## src/rtl/lfsr_pkg.sv

```systemverilog
// Shared types and constants for the command-driven Galois LFSR controller.
// This package holds the opcodes, FSM states, CTRL nibble bit positions and reset defaults.
package lfsr_pkg;

  typedef enum logic [1:0] {
    OP_TAPS = 2'b00,
    OP_SEED = 2'b01,
    OP_CTRL = 2'b10,
    OP_RATE = 2'b11
  } opcode_e;

  typedef enum logic [1:0] {
    ST_IDLE = 2'd0,
    ST_LOAD = 2'd1,
    ST_RUN  = 2'd2,
    ST_STEP = 2'd3
  } fsm_e;

  localparam int CTRL_RUN    = 0;
  localparam int CTRL_LOAD   = 1;
  localparam int CTRL_STEP   = 2;
  localparam int CTRL_OUTSEL = 3;

  localparam logic [15:0] DEFAULT_TAPS_C = 16'hB400;
  localparam logic [15:0] DEFAULT_SEED_C = 16'h0001;

  // Terminal count of the prescaler for a given rate: 2^rate - 1.
  function automatic logic [15:0] rate_limit(input logic [3:0] rate);
    return 16'((32'd1 << rate) - 32'd1);
  endfunction

  // Target state of a CTRL command issued from IDLE. Load has priority over step, and step over run.
  function automatic fsm_e ctrl_target(input logic [3:0] n);
    fsm_e t;
    if (n[CTRL_LOAD]) begin
      t = ST_LOAD;
    end else if (n[CTRL_STEP]) begin
      t = ST_STEP;
    end else if (n[CTRL_RUN]) begin
      t = ST_RUN;
    end else begin
      t = ST_IDLE;
    end
    return t;
  endfunction

endpackage

```

## src/rtl/lfsr_core.sv

```systemverilog
// Galois (right-shift) LFSR state register.
// Load has priority over advance; when neither enable is set, the state is held.
module lfsr_core
  import lfsr_pkg::*;
#(
  parameter int               WIDTH     = 16,
  parameter logic [WIDTH-1:0] RESET_VAL = WIDTH'(DEFAULT_SEED_C)
) (
  input  logic             clk,
  input  logic             rst_n,
  input  logic             load_en,
  input  logic [WIDTH-1:0] load_val,
  input  logic             adv_en,
  input  logic [WIDTH-1:0] taps,
  output logic [WIDTH-1:0] state
);

  logic [WIDTH-1:0] adv_val;

  // One Galois step: shift right, fold the taps in when a 1 drops out of bit 0.
  always_comb begin
    if (state[0]) begin
      adv_val = (state >> 1) ^ taps;
    end else begin
      adv_val = state >> 1;
    end
  end

  // State register.
  always_ff @(posedge clk or negedge rst_n) begin
    if (!rst_n) begin
      state <= RESET_VAL;
    end else if (load_en) begin
      state <= load_val;
    end else if (adv_en) begin
      state <= adv_val;
    end
  end

endmodule

```

## src/rtl/lfsr_ctrl.sv

```systemverilog
// Command controller for the LFSR: strobe synchronizer, config registers, prescaler and
// sequencing FSM. data_out carries the selected byte of the LFSR state.
module lfsr_ctrl
  import lfsr_pkg::*;
#(
  parameter int               WIDTH        = 16,
  parameter logic [WIDTH-1:0] DEFAULT_TAPS = WIDTH'(DEFAULT_TAPS_C),
  parameter logic [WIDTH-1:0] DEFAULT_SEED = WIDTH'(DEFAULT_SEED_C)
) (
  input  logic       clk,
  input  logic       rst_n,
  input  logic       cmd_strobe,
  input  logic [1:0] cmd,
  input  logic [3:0] nib,
  output logic [7:0] data_out
);

  logic             sync1, sync2, sync_prev;
  logic             fire;
  opcode_e          op;
  logic             fire_taps, fire_seed, fire_ctrl, fire_rate;
  logic [WIDTH-1:0] taps, seed, state, load_val;
  logic [3:0]       rate;
  logic             out_sel, lat_run, lat_step;
  fsm_e             fsm, fsm_nxt;
  logic [15:0]      pre_cnt, pre_nxt;
  logic             tick, load_en, adv_en;

  // Strobe synchronizer and rising-edge detector; a held-high strobe fires only once.
  always_ff @(posedge clk or negedge rst_n) begin
    if (!rst_n) begin
      sync1     <= 1'b0;
      sync2     <= 1'b0;
      sync_prev <= 1'b0;
    end else begin
      sync1     <= cmd_strobe;
      sync2     <= sync1;
      sync_prev <= sync2;
    end
  end

  assign fire      = sync2 & ~sync_prev;
  assign op        = opcode_e'(cmd);
  assign fire_taps = fire && (op == OP_TAPS);
  assign fire_seed = fire && (op == OP_SEED);
  assign fire_ctrl = fire && (op == OP_CTRL);
  assign fire_rate = fire && (op == OP_RATE);

  // Configuration registers; taps and seed shift in one nibble per command.
  always_ff @(posedge clk or negedge rst_n) begin
    if (!rst_n) begin
      taps     <= DEFAULT_TAPS;
      seed     <= DEFAULT_SEED;
      rate     <= 4'd0;
      out_sel  <= 1'b0;
      lat_run  <= 1'b0;
      lat_step <= 1'b0;
    end else begin
      if (fire_taps) taps <= {taps[WIDTH-5:0], nib};
      if (fire_seed) seed <= {seed[WIDTH-5:0], nib};
      if (fire_rate) rate <= nib;
      if (fire_ctrl) begin
        out_sel  <= nib[CTRL_OUTSEL];
        lat_run  <= nib[CTRL_RUN];
        lat_step <= nib[CTRL_STEP];
      end
    end
  end

  assign tick = (fsm == ST_RUN) && (pre_cnt == rate_limit(rate));

  // Next-state logic and core enables. A CTRL command that leaves RUN on a tick suppresses that advance.
  always_comb begin
    fsm_nxt = fsm;
    load_en = 1'b0;
    adv_en  = 1'b0;
    case (fsm)
      ST_IDLE: begin
        if (fire_ctrl) begin
          fsm_nxt = ctrl_target(nib);
        end else begin
          fsm_nxt = ST_IDLE;
        end
      end
      ST_LOAD: begin
        load_en = 1'b1;
        if (lat_step) begin
          fsm_nxt = ST_STEP;
        end else if (lat_run) begin
          fsm_nxt = ST_RUN;
        end else begin
          fsm_nxt = ST_IDLE;
        end
      end
      ST_STEP: begin
        adv_en  = 1'b1;
        fsm_nxt = ST_IDLE;
      end
      ST_RUN: begin
        if (fire_ctrl && nib[CTRL_LOAD]) begin
          fsm_nxt = ST_LOAD;
        end else if (fire_ctrl && !nib[CTRL_RUN]) begin
          fsm_nxt = ST_IDLE;
        end else begin
          fsm_nxt = ST_RUN;
        end
        adv_en = tick && (fsm_nxt == ST_RUN);
      end
      default: begin
        fsm_nxt = ST_IDLE;
      end
    endcase
  end

  // FSM state register.
  always_ff @(posedge clk or negedge rst_n) begin
    if (!rst_n) begin
      fsm <= ST_IDLE;
    end else begin
      fsm <= fsm_nxt;
    end
  end

  // Prescaler: restarts on entry to RUN and on RATE. A RATE that coincides with a tick still lets that tick advance.
  always_comb begin
    if (fire_rate || (fsm_nxt == ST_RUN && fsm != ST_RUN)) begin
      pre_nxt = 16'd0;
    end else if (tick) begin
      pre_nxt = 16'd0;
    end else if (fsm == ST_RUN) begin
      pre_nxt = pre_cnt + 16'd1;
    end else begin
      pre_nxt = pre_cnt;
    end
  end

  // Prescaler counter register.
  always_ff @(posedge clk or negedge rst_n) begin
    if (!rst_n) begin
      pre_cnt <= 16'd0;
    end else begin
      pre_cnt <= pre_nxt;
    end
  end

  // An all-zero seed would lock the LFSR, so a load substitutes 1.
  always_comb begin
    if (seed == {WIDTH{1'b0}}) begin
      load_val = {{(WIDTH-1){1'b0}}, 1'b1};
    end else begin
      load_val = seed;
    end
  end

  lfsr_core #(
    .WIDTH     (WIDTH),
    .RESET_VAL (DEFAULT_SEED)
  ) u_core (
    .clk      (clk),
    .rst_n    (rst_n),
    .load_en  (load_en),
    .load_val (load_val),
    .adv_en   (adv_en),
    .taps     (taps),
    .state    (state)
  );

  // Registered output byte select.
  always_ff @(posedge clk or negedge rst_n) begin
    if (!rst_n) begin
      data_out <= DEFAULT_SEED[7:0];
    end else if (out_sel) begin
      data_out <= state[WIDTH-1 -: 8];
    end else begin
      data_out <= state[7:0];
    end
  end

endmodule
```

## config.mk

```make
export PLATFORM = sky130hd
export DESIGN_NAME = lfsr_ctrl
export DESIGN_NICKNAME = d
export VERILOG_FILES = /design/src/rtl/lfsr_pkg.sv /design/src/rtl/lfsr_core.sv /design/src/rtl/lfsr_ctrl.sv
export SDC_FILE = /design/constraint.sdc
export NUM_CORES = 1
export LEC_CHECK = 0
export CAP_MARGIN = 0
export CORE_MARGIN = 4
export CORE_UTILIZATION = 35
export DETAILED_ROUTE_END_ITERATION = 12
export SETUP_SLACK_MARGIN = 0.05
export SLEW_MARGIN = 5
export SYNTH_ARGS = -nofsm -noshare
export SYNTH_HDL_FRONTEND = slang
export SYNTH_SLANG_ARGS = --single-unit
```

## constraint.sdc

```tcl
create_clock -name clk -period 3.5 [get_ports clk]
set_input_delay 0.35 -clock clk [delete_from_list [all_inputs] [get_ports clk]]
set_output_delay 0.35 -clock clk [all_outputs]
set_load 0.02 [all_outputs]
```

Yosys cells after proc, flatten, opt, wreduce, memory -nomap -nowiden
Index checks and enable logic that the tools add are counted.

Register bits after elaboration: 84. Bits in latches: 0. Memory bits (writable): 0. Bits in read-only memories: 0. Input bits: 9. Output and inout bits: 8. Logic and storage cells: 65. Memories kept: 0.

Add/subtract/negate cells: 2. Multiply operators: 0. Div/mod/pow operators: 0. Order comparisons: 0. Eq/ne operators: 10. Shift-type cells: 1. Multiplexer cells: 20. Bitwise logic cells: 3. Reduce and logical (&&, ||, !) cells: 16.

Operator list (count): 16-bit 2-to-1 mux (7); 2-bit 2-to-1 mux (9); 16-bit by 1-bit adder with 16-bit output, second input constant (1); 16-bit == test (1); 16-bit logical NOT (1); 1-bit by 4-bit left shift with 16-bit output, first input constant (1); 16-bit by 1-bit subtractor with 16-bit output, second input constant (1); 15-bit by 16-bit bitwise XOR with 16-bit output (1); 2-bit == test, second input constant (6); 1-bit logical AND (9); 8-bit 2-to-1 mux (1); 2-bit one-hot mux with 4 select lines (1); 2-bit by 1-bit == test with 1-bit output, second input constant (2); 2-bit logical NOT (2); 3-bit nonzero test (1); 2-bit inequality test, second input constant (1); 1-bit one-hot mux with 2 select lines (1); 2-bit nonzero test (1); 1-bit AND (1); 1-bit logical NOT (1); 1-bit logical OR (1); 1-bit 2-to-1 mux (1); 1-bit NOT (1).

Longest topological paths before layout
Gate-level depths: netlist (run 1).

Word-level depth: 12. Depth in mapped cells: 14. Depth with buffers taken out: 10.

Hierarchy
A second synthesis (run 1) with hierarchy kept.

Cell total of the unflattened synthesis: 430. Area, all modules: 4471.8 µm².

Modules (own cells, without submodules): lfsr_ctrl (instances 1, cells each 324, area each 3460.8 µm², seq. area each 1709.1 µm²); lfsr_core (instances 1, cells each 106, area each 1011.0 µm², seq. area each 401.6 µm²).

Least setup slack after synthesis (run 1)
OpenSTA, ideal clock, no wires.

Path kind: flip-flop to flip-flop. Start: reg rate[2]. End: reg pre_cnt[15]. Setup time: 126 ps. Arrival: 2499 ps. Data required time: 3374 ps. Slack: 875 ps. Cell stages (with the launch flop): 13. Buffers on the path: 2. Period minus slack after synthesis: 2625 ps. Path through: dfrtp_1 -> buf_2 -> nor3_2 -> nand2b_1 -> ha_1 -> buf_2 -> nand2_1 -> a21oi_1 -> or3_1 -> a221oi_2 -> nand3_1 -> and2_1 -> a221o_1.

Longest elaborated chain between the ends: 6. Elaborated cells between the ends (all ways): 7. Those cells by class: 1 x add/sub; 1 x eq/ne; 1 x shift; 2 x mux; 2 x reduce/logical.

Ends and longest elaborated chain: start, declared (line lfsr_ctrl.sv:23) `logic [3:0] rate;`; start signal, assigned (line lfsr_ctrl.sv:61) `if (fire_rate) rate <= nib;`; 1-bit by 4-bit left shift with 16-bit output (*) (line lfsr_pkg.sv:29) `return 16'((32'd1 << rate) - 32'd1);`; 16-bit by 1-bit subtractor with 16-bit output (*) (line lfsr_pkg.sv:29); 16-bit == test (*) (line lfsr_ctrl.sv:70) `assign tick = (fsm == ST_RUN) && (pre_cnt == rate_limit(rate));`; 1-bit logical AND (*) (line lfsr_ctrl.sv:70); 16-bit 2-to-1 mux (line lfsr_ctrl.sv:128) `end else if (tick) begin`; 16-bit 2-to-1 mux (line lfsr_ctrl.sv:126) `if (fire_rate || (fsm_nxt == ST_RUN && fsm != ST_RUN)) begin`; end signal, assigned (line lfsr_ctrl.sv:142) `pre_cnt <= pre_nxt;`; end, declared (line lfsr_ctrl.sv:26) `logic [15:0] pre_cnt, pre_nxt;`.

Mark *: on every way between the ends. The rest lies on a longest branch, timed or not. A chain may end at the register's enable or synchronous reset.

Worst setup path in the final report (run 1)
Start: reg rate[3]. End: reg pre_cnt[3].

Same word-level chain as after synthesis.

==> flow_metrics.tcl, run 1 <==
set metrics [dict create \
    cts_resized 0 \
    synth-seq-cells 84 \
    slowest_stage "dfrtp_1" \
    skew_ns 0.00646 \
    vias 3227 \
    holdBufCountCts 0 \
    timing.hold.ws_ns 0.118 \
    ios 17 \
    port_buffers 16 \
    drv_cap 0 \
    crit_arrival_ns 3.15 \
    clk_pin_slew_worst_paths_ns 0.06 \
    combPwrFrac_pct 22.1 \
    fmax_mhz 342 \
    ys_seq_area_share_pct 48.3 \
    clk_latency_ns 0.34 \
    reg2reg_from "rate[3]" \
    drtAntennaViolNets 0 \
    r2r_cells 11 \
    cp.required_ns 3.73 \
    rsz0062_at_grt "no" \
    htree_levels 3 \
    viasPerCell 5.24 \
    antenna_found_initial 0 \
    drive_gt1_share_pct 19.6 \
    hold_path_class "input port to async pin" \
    yosysUniqueCellTypes 60 \
    routed_wl_um 9250 \
    syn_avg_cell_area_um2 10.0 \
    grt_pass1_vias 3117 \
    drt-initial-drc-count 189 \
    slew_viol_final 0 \
    rows 40 \
    dieArea_um2 14300 \
    grt_max_degree 67 \
    worst_slew_pin_slew_ns 0.847 \
    area_growth_pct 15.1 \
    syn_inst 435 \
    p_leak_uw 0.00207 \
    post-route-util_pct 41.5 \
    die_x_um 120 \
    synth_ff_type "dfrtp_1" \
    yosysTopAreaCell "dfrtp_1" \
    synth_top_area_share_pct 44.1 \
    drcViolationCount 0 \
    cts_root_buffer "clkbuf_16" \
    antennaDiodeCount 0 \
    ys_top_cells_by_area "dfrtp_1 (44%), mux2_2 (11%), nand2_1 (5.4%)" \
    synth.net_count 446 \
    crit_type "flop to flop" \
    relSlewSlack_pct 43.5 \
    r2r_end "pre_cnt[3]" \
    tns_ns 0 \
    yosysWarnings 0 \
    numCtsBuffers 9 \
    die_h_um 120 \
    setup_viol 0 \
    p_sw_share_pct 30.7 \
    power.switching_uw 949 \
    nFillCells 1196 \
    hold_viol_final 0 \
    cts_tree "built" \
    grt_pass1_wl_um 15800 \
    cts_sinks 84 \
    crit_path_max_fanout 19 \
    start_util_pct 36.1 \
    synth_edf_count 0 \
    path_cells "nor3_2, nand2b_1, ha_1, or3_1, a21oi_1, o21ai_0, a221oi_2, nand3_1, buf_4, a31o_1, a22o_1" \
    fin_crit_ns 2.93 \
    reg2reg_slack_ns 0.57 \
    fin_crit_sh_pct 83.6 \
    p_per_area_nw_per_um2 616 \
    power_frac_seq_pct 44.1 \
    core_area_um2 12100 \
    outcome "completed" \
    cp-end-kind "flop" \
    netlist_area_um2 4370 \
    cts_max_path_buffers 2 \
    power_uw 3100 \
    hpwl_um 6230 \
    grt_use_total_pct 13.7 \
    overflow 0 \
    max_stage_delay_ns 0.38 \
    cp-start-kind "flop" \
    postCtsSetupBuffers 0 \
    async_flop_share_pct 100 \
    internal-power_uw 2150 \
    wl_per_cell_um 15.0 \
    clkPwrFrac_pct 33.8 \
    finalNetCount 454 \
    first_pass_iters 4 \
    gp_congestion 0.871 \
    ir_drop_uv 228 \
]
==> stage by stage <==
stage / setup slack, ns / std cells / instance area, um2
floorplan: 0.875 / 435 / 4370
global placement: 0.704 / 600 / 4690
detailed placement: 0.616 / 600 / 4690
CTS: 0.596 / 616 / 5030
global route: 0.301 / 616 / 5030
finish: 0.574 / 616 / 5030
==> worst max-delay path: cells and delay by family, from the launching register on <==
| family | cells | cell delay, ns |
|---|---|---|
| AO/OA/AOI/OAI | 5 | 1.02 |
| buffers and inverters | 1 | 0.22 |
| adder cells (fa/ha/maj) | 1 | 0.34 |
| AND/OR/NAND/NOR | 4 | 0.85 |
| flip-flops | 1 | 0.38 |
==> sequential cells by signal, summed over array words and instances, names as in the netlist <==
register      flops
pre_cnt          16
seed             16
taps             16
u_core.state     16
data_out          8
rate              4
fsm               2
lat_run           1
lat_step          1
out_sel           1
sync1             1
sync2             1
sync_prev         1
==> cell usage after synthesis, types with 4 or more instances <==
cell type,instances
nand4_1,6
a31oi_1,9
inv_1,7
xor2_1,15
xnor2_1,4
dfstp_2,7
nand2_1,63
o21ai_0,11
buf_2,11
nor4_1,6
clkbuf_1,15
or3_1,5
a21oi_1,22
dfrtp_1,77
nor3_1,5
nand3_1,14
mux2_2,43
mux2i_1,5
o21ai_1,16
nor2_1,29
nor2b_1,4
==> power by group through the flow <==
stage	registers [uW]	clock network [uW]	logic (uW)
3_3_place_gp	1370	0	672
5_1_grt	1390	1110	765
4_1_cts	1360	1060	688
3_5_place_dp	1380	0	684
6_report	1370	1050	684
2_1_floorplan	1310	0	540
==> cells in the final DEF, fill, tap and decap left out, drive strengths merged, types with 6 or more instances in the layout <==
cell type      count
a21oi             22
a31oi              9
buf               11
clkbuf            10
clkdlybuf4s50     15
dfrtp             77
dfstp              7
inv                8
mux2              43
nand2             64
nand3             14
nand4              6
nor2              29
nor3               6
nor4               6
o21ai             27
xor2              15
==> cell type report <==
cell class | count | area [um2] | share of cell area (%)
Clock inverter | 6 | 95.1 | 1.89
Tap cell | 168 | 210 | 4.18
Sequential cell | 84 | 2110 | 42.0
Multi-Input combinational cell | 315 | 2110 | 42.0
Timing Repair Buffer | 26 | 233 | 4.63
Clock buffer | 10 | 239 | 4.75
Inverter | 7 | 26.3 | 0.523
==> metal layers <==
layer | track usage [%] | part of all wire (%) | up-vias
met2 | 20.4 | 44 | 74
met5 | 0 | 0 | -
met1 | 19.6 | 50 | 1565
met4 | 5.65 | 1.9 | 0
li1 | - | - | 1575
met3 | 2.40 | 4.0 | 13
==> how the worst max path moves through the flow <==
stage	to	cells after the start	slack, ns	startpoint
floorplan	pre_cnt[15]	12	0.87	rate[2]
global placement	u_core.state[0]	11	0.70	rate[3]
detailed placement	pre_cnt[3]	11	0.62	rate[3]
CTS	pre_cnt[3]	11	0.60	rate[3]
global route	u_core.state[0]	11	0.30	rate[3]
finish	pre_cnt[3]	11	0.57	rate[3]
==> cell families (layout without fill, tap and decap cells) <==
family	count (synthesis)	count (layout)	synth area share (%)
AND/OR/NAND/NOR	156	156	17.4
multiplexers	48	48	12.2
flip-flops	84	84	48.3
buffers and inverters	36	49	3.92
AO/OA/AOI/OAI	90	90	13.7
XOR/XNOR	19	19	3.81
adder cells (fa/ha/maj)	2	2	0.573
No activity file was read; power rests on OpenSTA's default activity.
==> run 2: changes to the inputs <==
==> constraint.sdc (replaced) <==
create_clock -name clk -period 2.3 [get_ports clk]
set_input_delay 0.23 -clock clk [delete_from_list [all_inputs] [get_ports clk]]
set_output_delay 0.23 -clock clk [all_outputs]
set_load 0.02 [all_outputs]
==> run 2 against run 1 <==
Effect of this change: sequential share of layout area is 2.6 points lower; combinational power rose by 87%; cell count rose by 5.0%; the flow now finishes with violations (setup timing); routed wire length grew 5.9%; clock skew fell by 0.0010 ns; highest routed layer unchanged; global-route usage grew 0.79 points; fmax rose by 10%; non-clock buffer count is 31 higher.
==> flow_metrics.tcl, run 2 (same netlist as run 1, synthesis figures left out) <==
set metrics [dict create \
    cts_root_buffer "clkbuf_16" \
    rsz0062_at_grt "yes" \
    area_growth_pct 22.7 \
    overflow 0 \
    final_common_cell "dfrtp_1" \
    crit_buf_inv 1 \
    grt_pass1_vias 3296 \
    core_area_um2 12100 \
    relSlewSlack_pct 66.2 \
    nFillCells 1175 \
    dp.cells 625 \
    drv_cap 0 \
    drt-initial-drc-count 207 \
    final_cells 647 \
    crit_arrival_ns 2.87 \
    die_h_um 120 \
    cp-end-kind "flop" \
    numCtsBuffers 9 \
    viasPerCell 5.17 \
    htree_levels 3 \
    cp.required_ns 2.52 \
    fin_crit_ns 2.65 \
    hold_path_class "input port to flop" \
    cp-start-kind "flop" \
    drcViolationCount 0 \
    fin_crit_sh_pct 115 \
    routed_wl_um 9800 \
    fmax_mhz 377 \
    slowest_stage "dfrtp_1" \
    start_util_pct 36.1 \
    vias 3343 \
    wl_per_cell_um 15.1 \
    rows 40 \
    gp_congestion 0.811 \
    violations "setup timing" \
    hold_viol_final 0 \
    ir_drop_uv 423 \
    die_x_um 120 \
    ios 17 \
    first_pass_iters 4 \
    cts_max_path_buffers 2 \
    port_buffers 16 \
    setup_ws_ns -0.355 \
    cts_tree "built" \
    worst_slew_pin_slew_ns 0.508 \
    dieArea_um2 14300 \
    p_per_area_nw_per_um2 907 \
    hpwl_um 6890 \
    setup_viol 32 \
    grt_pass1_wl_um 16600 \
    clk_pin_slew_worst_paths_ns 0.06 \
    antennaDiodeCount 0 \
    drive_gt1_share_pct 26.5 \
    slew_viol_final 0 \
    p_leak_uw 0.00224 \
    drtAntennaViolNets 0 \
    cp_top_family "simple AND/OR/NAND/NOR gates" \
    skew_ns 0.00542 \
    finalNetCount 485 \
    grt_use_total_pct 14.5 \
    max_stage_delay_ns 0.41 \
    crit_type "flop to flop" \
    cts_sinks 84 \
    antenna_found_initial 0 \
    grt_max_degree 48 \
    clk_latency_ns 0.34 \
    path_cells "nor3_4, nand2b_1, ha_4, nand2_2, a21oi_4, buf_4, or3_4, a221oi_2, nand3_2, and2_4, a221o_1" \
    outcome "finished with violations" \
    layout_common_cells "dfrtp_1 (77), nand2_1 (62), mux2_2 (43), buf_4 (37), nor2_1 (29)" \
    power_uw 4860 \
    crit_path_max_fanout 8 \
]
## run 2: final cells by class
type	count	area, um2	area share, %
Multi-Input combinational cell	315	2180	40.6
Sequential cell	84	2110	39.4
Timing Repair Buffer	57	513	9.57
Clock buffer	12	267	4.97
Tap cell	168	210	3.92
Clock inverter	4	56.3	1.05
Inverter	7	26.3	0.490
## run 2: routing by layer
metal / track usage, % / up-vias / routed length (um)
met5: 0 / - / 0
met4: 5.08 / 0 / 131
met3: 3.63 / 10 / 515
met2: 21.3 / 67 / 4380
met1: 20.7 / 1625 / 4770
li1: - / 1641 / -
## run 2: report_power, final
group | total (uW) | switching [uW] | leakage, uW | internal, uW
combinational | 1280 | 618 | 0.00100 | 657
clock | 1520 | 584 | 0.000159 | 936
sequential | 2070 | 285 | 0.00108 | 1780
total | 4860 | 1490 | 0.00224 | 3380
## run 2: stage by stage
stage | hold slack, ns | util, % | setup WS, ns | TNS (ns) | area [um2]
floorplan | -0.0656 | - | -0.228 | -4.95 | 4410
global placement | 0.235 | 40.8 | -0.310 | -6.83 | 4940
detailed placement | 0.242 | 40.8 | -0.456 | -10.80 | 4940
CTS | 0.324 | 43.9 | -0.337 | -7.96 | 5320
global route | 0.327 | 44.3 | -0.481 | -13.33 | 5360
finish | 0.332 | 44.3 | -0.355 | -8.72 | 5360
## run 2: worst paths after layout
kind                             from  cells past startpoint  slack (ns)     endpoint
setup reg to reg              rate[3]                     11       -0.35  pre_cnt[15]
min in group asynchronous       rst_n                      2        0.42  data_out[1]
setup / recovery              rate[3]                     11       -0.35  pre_cnt[15]
max in group asynchronous       rst_n                      3        1.21      seed[0]
hold / removal             cmd_strobe                      1        0.33        sync1
hold reg to reg                 sync1                      0        0.36        sync2
## run 2: timing repair
item	4_1_cts	5_1_grt
gates cloned	0	0
pin swaps	6	4
buffers inserted	3	2
endpoints found under the hold margin	33	0
resized for setup	4	6
endpoints found under the setup margin	32	32
hold buffers	1	0
==> run 3: changes to the inputs <==
--- a/config.mk
+++ b/config.mk
@@ -6,9 +6,12 @@
 export NUM_CORES = 1
 export LEC_CHECK = 0
 export CAP_MARGIN = 0
+export CELL_PAD_IN_SITES_DETAIL_PLACEMENT = 2
+export CELL_PAD_IN_SITES_GLOBAL_PLACEMENT = 2
 export CORE_MARGIN = 4
 export CORE_UTILIZATION = 35
 export DETAILED_ROUTE_END_ITERATION = 12
+export PLACE_DENSITY_LB_ADDON = 0.2
 export SETUP_SLACK_MARGIN = 0.05
 export SLEW_MARGIN = 5
 export SYNTH_ARGS = -nofsm -noshare
==> run 3 against run 2 <==
Effect of this change: the run still ends with setup timing left; clock power rose by 7%; clock skew grew 0.0070 ns; core utilization up 2.8 points; power is 8.9% higher; worst hold slack improved by 0.0018 ns; combinational power up 23%; sequential share of layout area fell by 2.4 points; flip-flop and latch count unchanged; non-clock buffer count up 14; global-route usage rose by 6.7 points; largest cell class unchanged; highest routed layer unchanged.
==> flow_metrics.tcl, run 3 (same netlist as run 1, synthesis figures left out) <==
set metrics [dict create \
    fin_crit_sh_pct 117 \
    slew_viol_final 0 \
    worst_slew_pin_slew_ns 0.700 \
    cp.required_ns 2.57 \
    min_path_cells 1 \
    relSlewSlack_pct 53.3 \
    power_uw 5300 \
    antenna_found_initial 0 \
    crit_arrival_ns 2.97 \
    min_from "cmd_strobe" \
    cts_max_path_buffers 2 \
    skew_ns 0.0124 \
    p_per_area_nw_per_um2 929 \
    outcome "finished with violations" \
    wl_per_cell_um 21.8 \
    cts_root_buffer "clkbuf_16" \
    clk_pin_slew_worst_paths_ns 0.07 \
    drv_cap 0 \
    antennaDiodeCount 0 \
    post-route-util_pct 47.1 \
    clk_latency_ns 0.35 \
    r2r_cells 12 \
    overflow 0 \
    dieArea_um2 14300 \
    grt_max_degree 43 \
    hold_path_class "input port to flop" \
    grt_pass1_wl_um 23500 \
    gp_congestion 0.840 \
    p_leak_uw 0.00239 \
    layout_common_cells "dfrtp_1 (77), nand2_1 (56), buf_4 (45), mux2_2 (43), nor2_1 (27)" \
    first_pass_iters 4 \
    port_buffers 16 \
    numCtsBuffers 9 \
    violations "setup timing" \
    start_util_pct 36.1 \
    crit_type "flop to flop" \
    finalNetCount 499 \
    reg2reg_slack_ns -0.40 \
    vias 3625 \
    fin_crit_ns 2.70 \
    hold_viol_final 0 \
    hpwl_um 9290 \
    r2r_end "u_core.state[12]" \
    die_h_um 120 \
    core_area_um2 12100 \
    grt_pass1_vias 4090 \
    htree_levels 3 \
    whs_endpoint "sync1" \
    nFillCells 1255 \
    area_growth_pct 30.5 \
    grt_use_total_pct 21.2 \
    drt-initial-drc-count 155 \
    cts_tree "built" \
    drtAntennaViolNets 0 \
    reg2reg_from "rate[1]" \
    drcViolationCount 0 \
    drive_gt1_share_pct 34.5 \
    ir_drop_uv 405 \
    cts_sinks 84 \
    crit_path_max_fanout 7 \
    rows 40 \
    die_x_um 120 \
    setup_viol 32 \
    routed_wl_um 14400 \
    viasPerCell 5.48 \
    cp-end-kind "flop" \
    fmax_mhz 371 \
    rsz0062_at_grt "yes" \
    cp-start-kind "flop" \
    setup_ws_ns -0.398 \
    final_common_cell "dfrtp_1" \
    ios 17 \
]
[run 3: cell types whose count changed in the layout (fill, tap and decap cells not counted), moves of 3 or more]
cell / previous run / this run
o311ai_1: 3 / 0
buf_4: 37 / 45
o311ai_2: 0 / 3
o21ai_1: 17 / 6
nand2_1: 62 / 56
o21ai_2: 1 / 12
nand2_2: 1 / 4
nand2_4: 1 / 4
[run 3: metrics by stage]
stage / setup slack, ns / TNS [ns] / instance area, um2 / hold WS (ns) / cells
floorplan: -0.228 / -4.95 / 4410 / -0.0656 / 435
global placement: -0.338 / -8.34 / 5030 / 0.283 / 636
detailed placement: -0.546 / -12.74 / 5030 / 0.284 / 636
CTS: -0.409 / -11.57 / 5670 / 0.329 / 661
global route: -0.526 / -14.87 / 5700 / 0.327 / 661
finish: -0.398 / -10.17 / 5700 / 0.334 / 661
[run 3: worst max-delay path, cell delays in order, from the launching register on]
cell and delay [ns]:
dfrtp_1 0.41, nor3_4 0.24, nand2b_2 0.12, ha_4 0.20
or3_4 0.35, a21oi_4 0.15, o21ai_2 0.10, a221oi_2 0.29
a41oi_2 0.16, buf_6 0.17, buf_4 0.14, buf_8 0.14
o21ai_2 0.16
[run 3: how the worst max path moves through the flow]
stage                     startpoint          endpoint  slack [ns]  cells past startpoint
after floorplan              rate[2]        pre_cnt[3]       -0.23                     12
final                        rate[1]  u_core.state[12]       -0.40                     12
after detailed placement     rate[3]        pre_cnt[8]       -0.55                     11
after CTS                    rate[1]       pre_cnt[15]       -0.41                     10
after global routing         rate[1]        pre_cnt[6]       -0.53                     11
after global placement       rate[3]        pre_cnt[8]       -0.34                     11
[run 3: final cells by class]
class	count	area (um2)	share of cell area [%]
Inverter	7	26.3	0.461
Sequential cell	84	2110	37.0
Tap cell	168	210	3.69
Clock buffer	11	243	4.26
Timing Repair Buffer	71	691	12.1
Clock inverter	5	82.6	1.45
Multi-Input combinational cell	315	2340	41.0
[run 3: layer usage]
metal / GRT usage, % / wire, um / up-vias
met5: 0 / 0 / -
met4: 6.16 / 191 / 0
met3: 2.69 / 251 / 13
met2: 35.3 / 7170 / 31
met1: 28.9 / 6800 / 1913
li1: - / - / 1668
[run 3: timing repair]
item,4_1_cts,5_1_grt
gates cloned,3,0
setup endpoints to repair,32,32
pin swaps,28,2
hold endpoints to repair,36,0
hold buffers,1,0
gates resized for setup,41,7
setup buffers,5,0
[run 3: report_power, final]
| part | switching (uW) | internal, uW |
|---|---|---|
| Combinational | 807 | 762 |
| Sequential | 316 | 1780 |
| Clock | 641 | 987 |
